File: src/rtl/systolic_nbody_scheduler.sv
// Block/body sequencer for the 2x2 systolic n-body force array.
// Issues upper-triangular blocks, tracks them through the array, then integrates.
module systolic_nbody_scheduler #(
  parameter int NBLK     = 2,
  parameter int PIPE_LAT = 3,
  parameter int STEPS_W  = 16,
  parameter int IDX_W    = (NBLK > 1) ? $clog2(NBLK) : 1,
  parameter int BODY_W   = (2 * NBLK > 1) ? $clog2(2 * NBLK) : 1
) (
  input  logic               clk,
  input  logic               rst_n,
  input  logic               start,
  input  logic [STEPS_W-1:0] num_steps,
  output logic               busy,
  output logic               done,
  output logic [STEPS_W-1:0] step_count,
  output logic               acc_clr,
  output logic               blk_valid,
  input  logic               blk_ready,
  output logic [IDX_W-1:0]   blk_i,
  output logic [IDX_W-1:0]   blk_j,
  output logic               blk_diag,
  output logic               res_valid,
  output logic [IDX_W-1:0]   res_i,
  output logic [IDX_W-1:0]   res_j,
  output logic               res_diag,
  output logic               int_valid,
  input  logic               int_ready,
  output logic [BODY_W-1:0]  int_body
);

  localparam logic [2:0] IDLE  = 3'd0;
  localparam logic [2:0] CLEAR = 3'd1;
  localparam logic [2:0] ISSUE = 3'd2;
  localparam logic [2:0] DRAIN = 3'd3;
  localparam logic [2:0] INTEG = 3'd4;
  localparam logic [2:0] DONE  = 3'd5;

  localparam logic [IDX_W-1:0]  LAST_BLK  = IDX_W'(NBLK - 1);
  localparam logic [BODY_W-1:0] LAST_BODY = BODY_W'(2 * NBLK - 1);

  logic [2:0]          state;
  logic [STEPS_W-1:0]  steps_q;
  logic                blk_xfer;
  logic [PIPE_LAT-1:0] pv;
  logic [IDX_W-1:0]    pi [PIPE_LAT];
  logic [IDX_W-1:0]    pj [PIPE_LAT];
  logic [PIPE_LAT-1:0] pd;

  assign busy      = (state != IDLE);
  assign done      = (state == DONE);
  assign acc_clr   = (state == CLEAR);
  assign blk_valid = (state == ISSUE);
  assign int_valid = (state == INTEG);
  assign blk_diag  = blk_valid && (blk_i == blk_j);
  assign blk_xfer  = blk_valid && blk_ready;

  assign res_valid = pv[PIPE_LAT-1];
  assign res_i     = pi[PIPE_LAT-1];
  assign res_j     = pj[PIPE_LAT-1];
  assign res_diag  = pd[PIPE_LAT-1];

  // In-flight tracker: empty stages carry zeroed indices.
  always_ff @(posedge clk or negedge rst_n) begin
    if (!rst_n) begin
      pv <= '0;
      pd <= '0;
      for (int k = 0; k < PIPE_LAT; k++) begin
        pi[k] <= '0;
        pj[k] <= '0;
      end
    end else begin
      pv <= {pv[PIPE_LAT-2:0], blk_xfer};
      pd <= {pd[PIPE_LAT-2:0], blk_xfer && blk_diag};
      pi[0] <= blk_xfer ? blk_i : '0;
      pj[0] <= blk_xfer ? blk_j : '0;
      for (int k = 1; k < PIPE_LAT; k++) begin
        pi[k] <= pi[k-1];
        pj[k] <= pj[k-1];
      end
    end
  end

  always_ff @(posedge clk or negedge rst_n) begin
    if (!rst_n) begin
      state      <= IDLE;
      steps_q    <= '0;
      step_count <= '0;
      blk_i      <= '0;
      blk_j      <= '0;
      int_body   <= '0;
    end else begin
      unique case (state)
        IDLE: begin
          if (start) begin
            steps_q    <= num_steps;
            step_count <= '0;
            state      <= (num_steps != '0) ? CLEAR : DONE;
          end
        end
        CLEAR: begin
          blk_i <= '0;
          blk_j <= '0;
          state <= ISSUE;
        end
        ISSUE: begin
          if (blk_ready) begin
            if (blk_j == LAST_BLK) begin
              if (blk_i == LAST_BLK) begin
                state <= DRAIN;
              end else begin
                blk_i <= blk_i + 1'b1;
                blk_j <= blk_i + 1'b1;
              end
            end else begin
              blk_j <= blk_j + 1'b1;
            end
          end
        end
        DRAIN: begin
          // Last block sits in the final stage while the rest are empty.
          if (pv[PIPE_LAT-2:0] == '0) begin
            int_body <= '0;
            state    <= INTEG;
          end
        end
        INTEG: begin
          if (int_ready) begin
            if (int_body == LAST_BODY) begin
              if (step_count + 1'b1 == steps_q) begin
                state <= DONE;
              end else begin
                step_count <= step_count + 1'b1;
                state      <= CLEAR;
              end
            end else begin
              int_body <= int_body + 1'b1;
            end
          end
        end
        DONE: state <= IDLE;
        default: state <= IDLE;
      endcase
    end
  end

endmodule

File: config.mk
export PLATFORM = sky130hd
export DESIGN_NAME = systolic_nbody_scheduler
export DESIGN_NICKNAME = d
export VERILOG_FILES = /design/src/rtl/systolic_nbody_scheduler.sv
export SDC_FILE = /design/constraint.sdc
export NUM_CORES = 1
export LEC_CHECK = 0
export CORE_MARGIN = 2
export CORE_UTILIZATION = 52
export DETAILED_ROUTE_END_ITERATION = 16
export GPL_ROUTABILITY_DRIVEN = 0
export PLACE_DENSITY_LB_ADDON = 0.25
export SLEW_MARGIN = 20
export SYNTH_ARGS = -nofsm -noshare
export SYNTH_HDL_FRONTEND = slang
export SYNTH_SLANG_ARGS = --single-unit
File: constraint.sdc
create_clock -name clk -period 3.3 [get_ports clk]
set_input_delay 0.495 -clock clk [delete_from_list [all_inputs] [get_ports clk]]
set_output_delay 0.495 -clock clk [all_outputs]
set_load 0.02 [all_outputs]
==> summary.txt <==
status: finished clean
Syn Std Cell Area: 0.002774 mm²
global route overflow: 0
max_slew headroom: 46.09%
initial DRC count: 165
Int Pwr: 0.001450 W
first drt pass iteration count: 4
CP cell instances: ha_1 -> and4_1 -> nor2b_2 -> nand4_1 -> xnor2_1 -> a211oi_1 -> o2111a_2 -> or2_2 -> o21ai_1
final hold violation count: 0
critical-path maximum fanout: 15
Wirelength per Cell: 16.14 µm
most frequent cells in the layout: 51 x dfrtp_1, 49 x clkdlybuf4s50_1, 28 x nand2_1, 25 x o21ai_0
worst setup path class: reg -> reg
cts repair resizes: 0
Synth Flop Type: dfrtp_1
pre-CTS setup slack: 408.2 ps
Max VDD drop: 0.0005649 V
sequential share of power: 42.8%
min Tclk post-route: 2965 ps
cells on worst reg2reg path: 9
EDFF count, synth: 0
CTS tree: done
Slew @ Worst Pin: 808.6 ps
DR WL met2: 3070 µm
FMAX: 337.3 MHz
total wire length: 6409 µm
Sw Pwr: 0.0008986 W
root buf cell: clkbuf_8
Top Metal Used: met4
WP data arrival: 3140 ps
Tot Pwr: 0.002349 W
clk sinks: 51
DP HPWL: 4792 µm
Critical Path Start Type: flop
Clock Power Share: 15.9%
Setup violations, final: 0
commonest non-fill, non-tap cell in the layout: dfrtp_1
Sw Ratio: 38.26%
gr usage total: 23.55%
first-pass GRT wire length: 11340 µm
fill count: 442
syn nets: 301
hold_buf cts: 0
vias in the first global route: 2359
Final period util: 89.84%
Die ar.: 0.005934 mm²
R2R setup slack: 340 ps
Area Overhead vs Synth: 22.69%
slowest cell on the critical path: dfrtp_1
Rows: 26
M1 WL: 2901 µm
PD cells: 690.1 mW/mm²
sequential area share after synthesis: 46.01%
CP Capture Type: flop
RSZ-0062 raised after global routing: false
Layout Nets: 349
CTS Buf Count: 5
Req. time, crit path: 3480 ps
CTS H-tree lvls: 2
final worst setup slack: 335.1 ps
Setup Skew: 10.42 ps
worst flop-to-flop path endpoint: step_count[2]$_DFFE_PN0P_
Max-Cap Viols: 0
worst min path class: in -> async
post-synthesis cell type count: 53
Final ANT Viol Nets: 0
I/O pin count: 51
fraction of layout cells with a size suffix above 1: 12.54%
Ys Warns: 0
max incr delay on CP: 470 ps
number of I/O port buffers: 50
dpl cell area: 0.003311 mm²
Die Span Y: 77.04 µm
Post-CTS Setup Inserts: 0
Initial Util: 53.97%
Mapped Cells: 278
Clock transition at path regs: 100 ps
Mean Syn Cell Area: 9.978 µm²
largest net degree at the start of global routing: 38
Core ar.: 0.005140 mm²
DRC violations left: 0
Clock Latency Late Sink: 300 ps
asr flop ratio synth: 100.0%
Max Root-Sink Buffers: 2
combinational fraction of design power: 41.3%
Via density: 5.773
fin. max-slew vios: 0
final setup TNS: 0 ps
initial antenna violation count: 0
number of synthesized register bits: 51
reg2reg start: step_count[0]$_DFFE_PN0P_
LEAKAGE: 1.366 nW
Die X-Extent: 77.04 µm
Final Cell Area: 0.003403 mm²
diode count: 0
via count: 2292
WL met3: 392 µm
-- worst max-delay path by stage --
| stage | start | cells past startpoint | slack [ps] | end |
|---|---|---|---|---|
| after floorplan | step_count[0]$_DFFE_PN0P_ | 10 | 760 | step_count[7]$_DFFE_PN0P_ |
| final | step_count[0]$_DFFE_PN0P_ | 9 | 340 | step_count[2]$_DFFE_PN0P_ |
| after global placement | step_count[0]$_DFFE_PN0P_ | 9 | 490 | step_count[2]$_DFFE_PN0P_ |
| after CTS | step_count[0]$_DFFE_PN0P_ | 9 | 390 | step_count[2]$_DFFE_PN0P_ |
| after detailed placement | step_count[0]$_DFFE_PN0P_ | 9 | 410 | step_count[2]$_DFFE_PN0P_ |
| after global routing | step_count[0]$_DFFE_PN0P_ | 9 | 130 | step_count[2]$_DFFE_PN0P_ |
-- power groups by stage --
stage	registers [W]	clock network [W]	logic (W)
6_report	0.00101	0.000373	0.000970
5_1_grt	0.00104	0.000407	0.00107
4_1_cts	0.00101	0.000376	0.000972
2_1_floorplan	0.000987	0	0.000636
3_5_place_dp	0.00102	0	0.000966
3_3_place_gp	0.00101	0	0.000945
-- synth_stat cells, types with 2 or more instances --
cell type	count	area (µm²)
o21ai_1	5	25.02
o41ai_1	2	17.52
nand4_1	2	12.51
xor2_1	6	52.55
o211ai_1	2	15.01
nor4_1	6	37.54
dfrtp_1	51	1276
or4_1	2	15.01
a21oi_1	8	40.04
o21ai_0	25	125.1
o31ai_1	14	105.1
nor2b_1	3	18.77
nand2_1	28	105.1
or3_1	4	25.02
inv_1	5	18.77
clkbuf_1	8	30.03
mux2i_1	2	20.02
mux2_2	16	180.2
buf_4	2	15.01
xnor2_1	16	140.1
or2_2	2	12.51
nor3b_1	2	15.01
nor3_1	7	35.03
buf_6	3	33.78
nand3_1	8	40.04
ha_1	2	25.02
nand2b_1	4	25.02
and3_1	3	18.77
nor2_1	15	56.30
a211oi_1	2	15.01
-- final cells by class --
cell class	count	area (µm²)	area share, %
timing repair buffer	55	533.0	15.66
clock buffer	5	68.82	2.022
clock inverter	3	23.77	0.6985
multi-input combinational	208	1395	40.99
inverter	5	18.77	0.5515
tap	70	87.58	2.574
sequential	51	1276	37.50
-- stage by stage --
stage                     utilization [%]  hold WS (ps)  instances
after floorplan                         -         199.4        278
after global placement              64.41         331.6        389
after detailed placement            64.41         334.7        389
after CTS                           66.21         307.5        397
after global routing                66.21         319.8        397
final                               66.21         277.2        397
-- kinds of logic after synthesis --
family / count (synthesis) / share of synthesized area (%)
adders and majority gates: 2 / 0.9020
and+or+nand+nor: 98 / 19.76
buffers and inverters: 19 / 3.698
xor gates and xnor gates: 22 / 6.946
muxes: 18 / 7.217
DFF: 51 / 46.01
AOI/OAI and AO/OA: 68 / 15.47
-- metal layers --
layer,vias up,track usage [%]
met5,-,0
met4,0,6.429
met3,4,4.000
met2,74,37.19
met1,1111,33.74
li1,1103,-
-- sequential cells by signal, summed over array words and instances (netlist names) --
name	cells
int_body	2
step_count	16
pi	2
pj	2
blk_i	1
blk_j	1
steps_q	16
res_i	1
state	3
pv	3
res_j	1
pd	3
-- critical path, delay by kind of cell, from the launching register on --
family                     cells  cell delay [ps]
and+or+nand+nor                4             1080
xor gates and xnor gates       1              180
AOI/OAI and AO/OA              3              830
adders and majority gates      1              290
DFF                            1              470
Power figures use the tool's default switching activity.
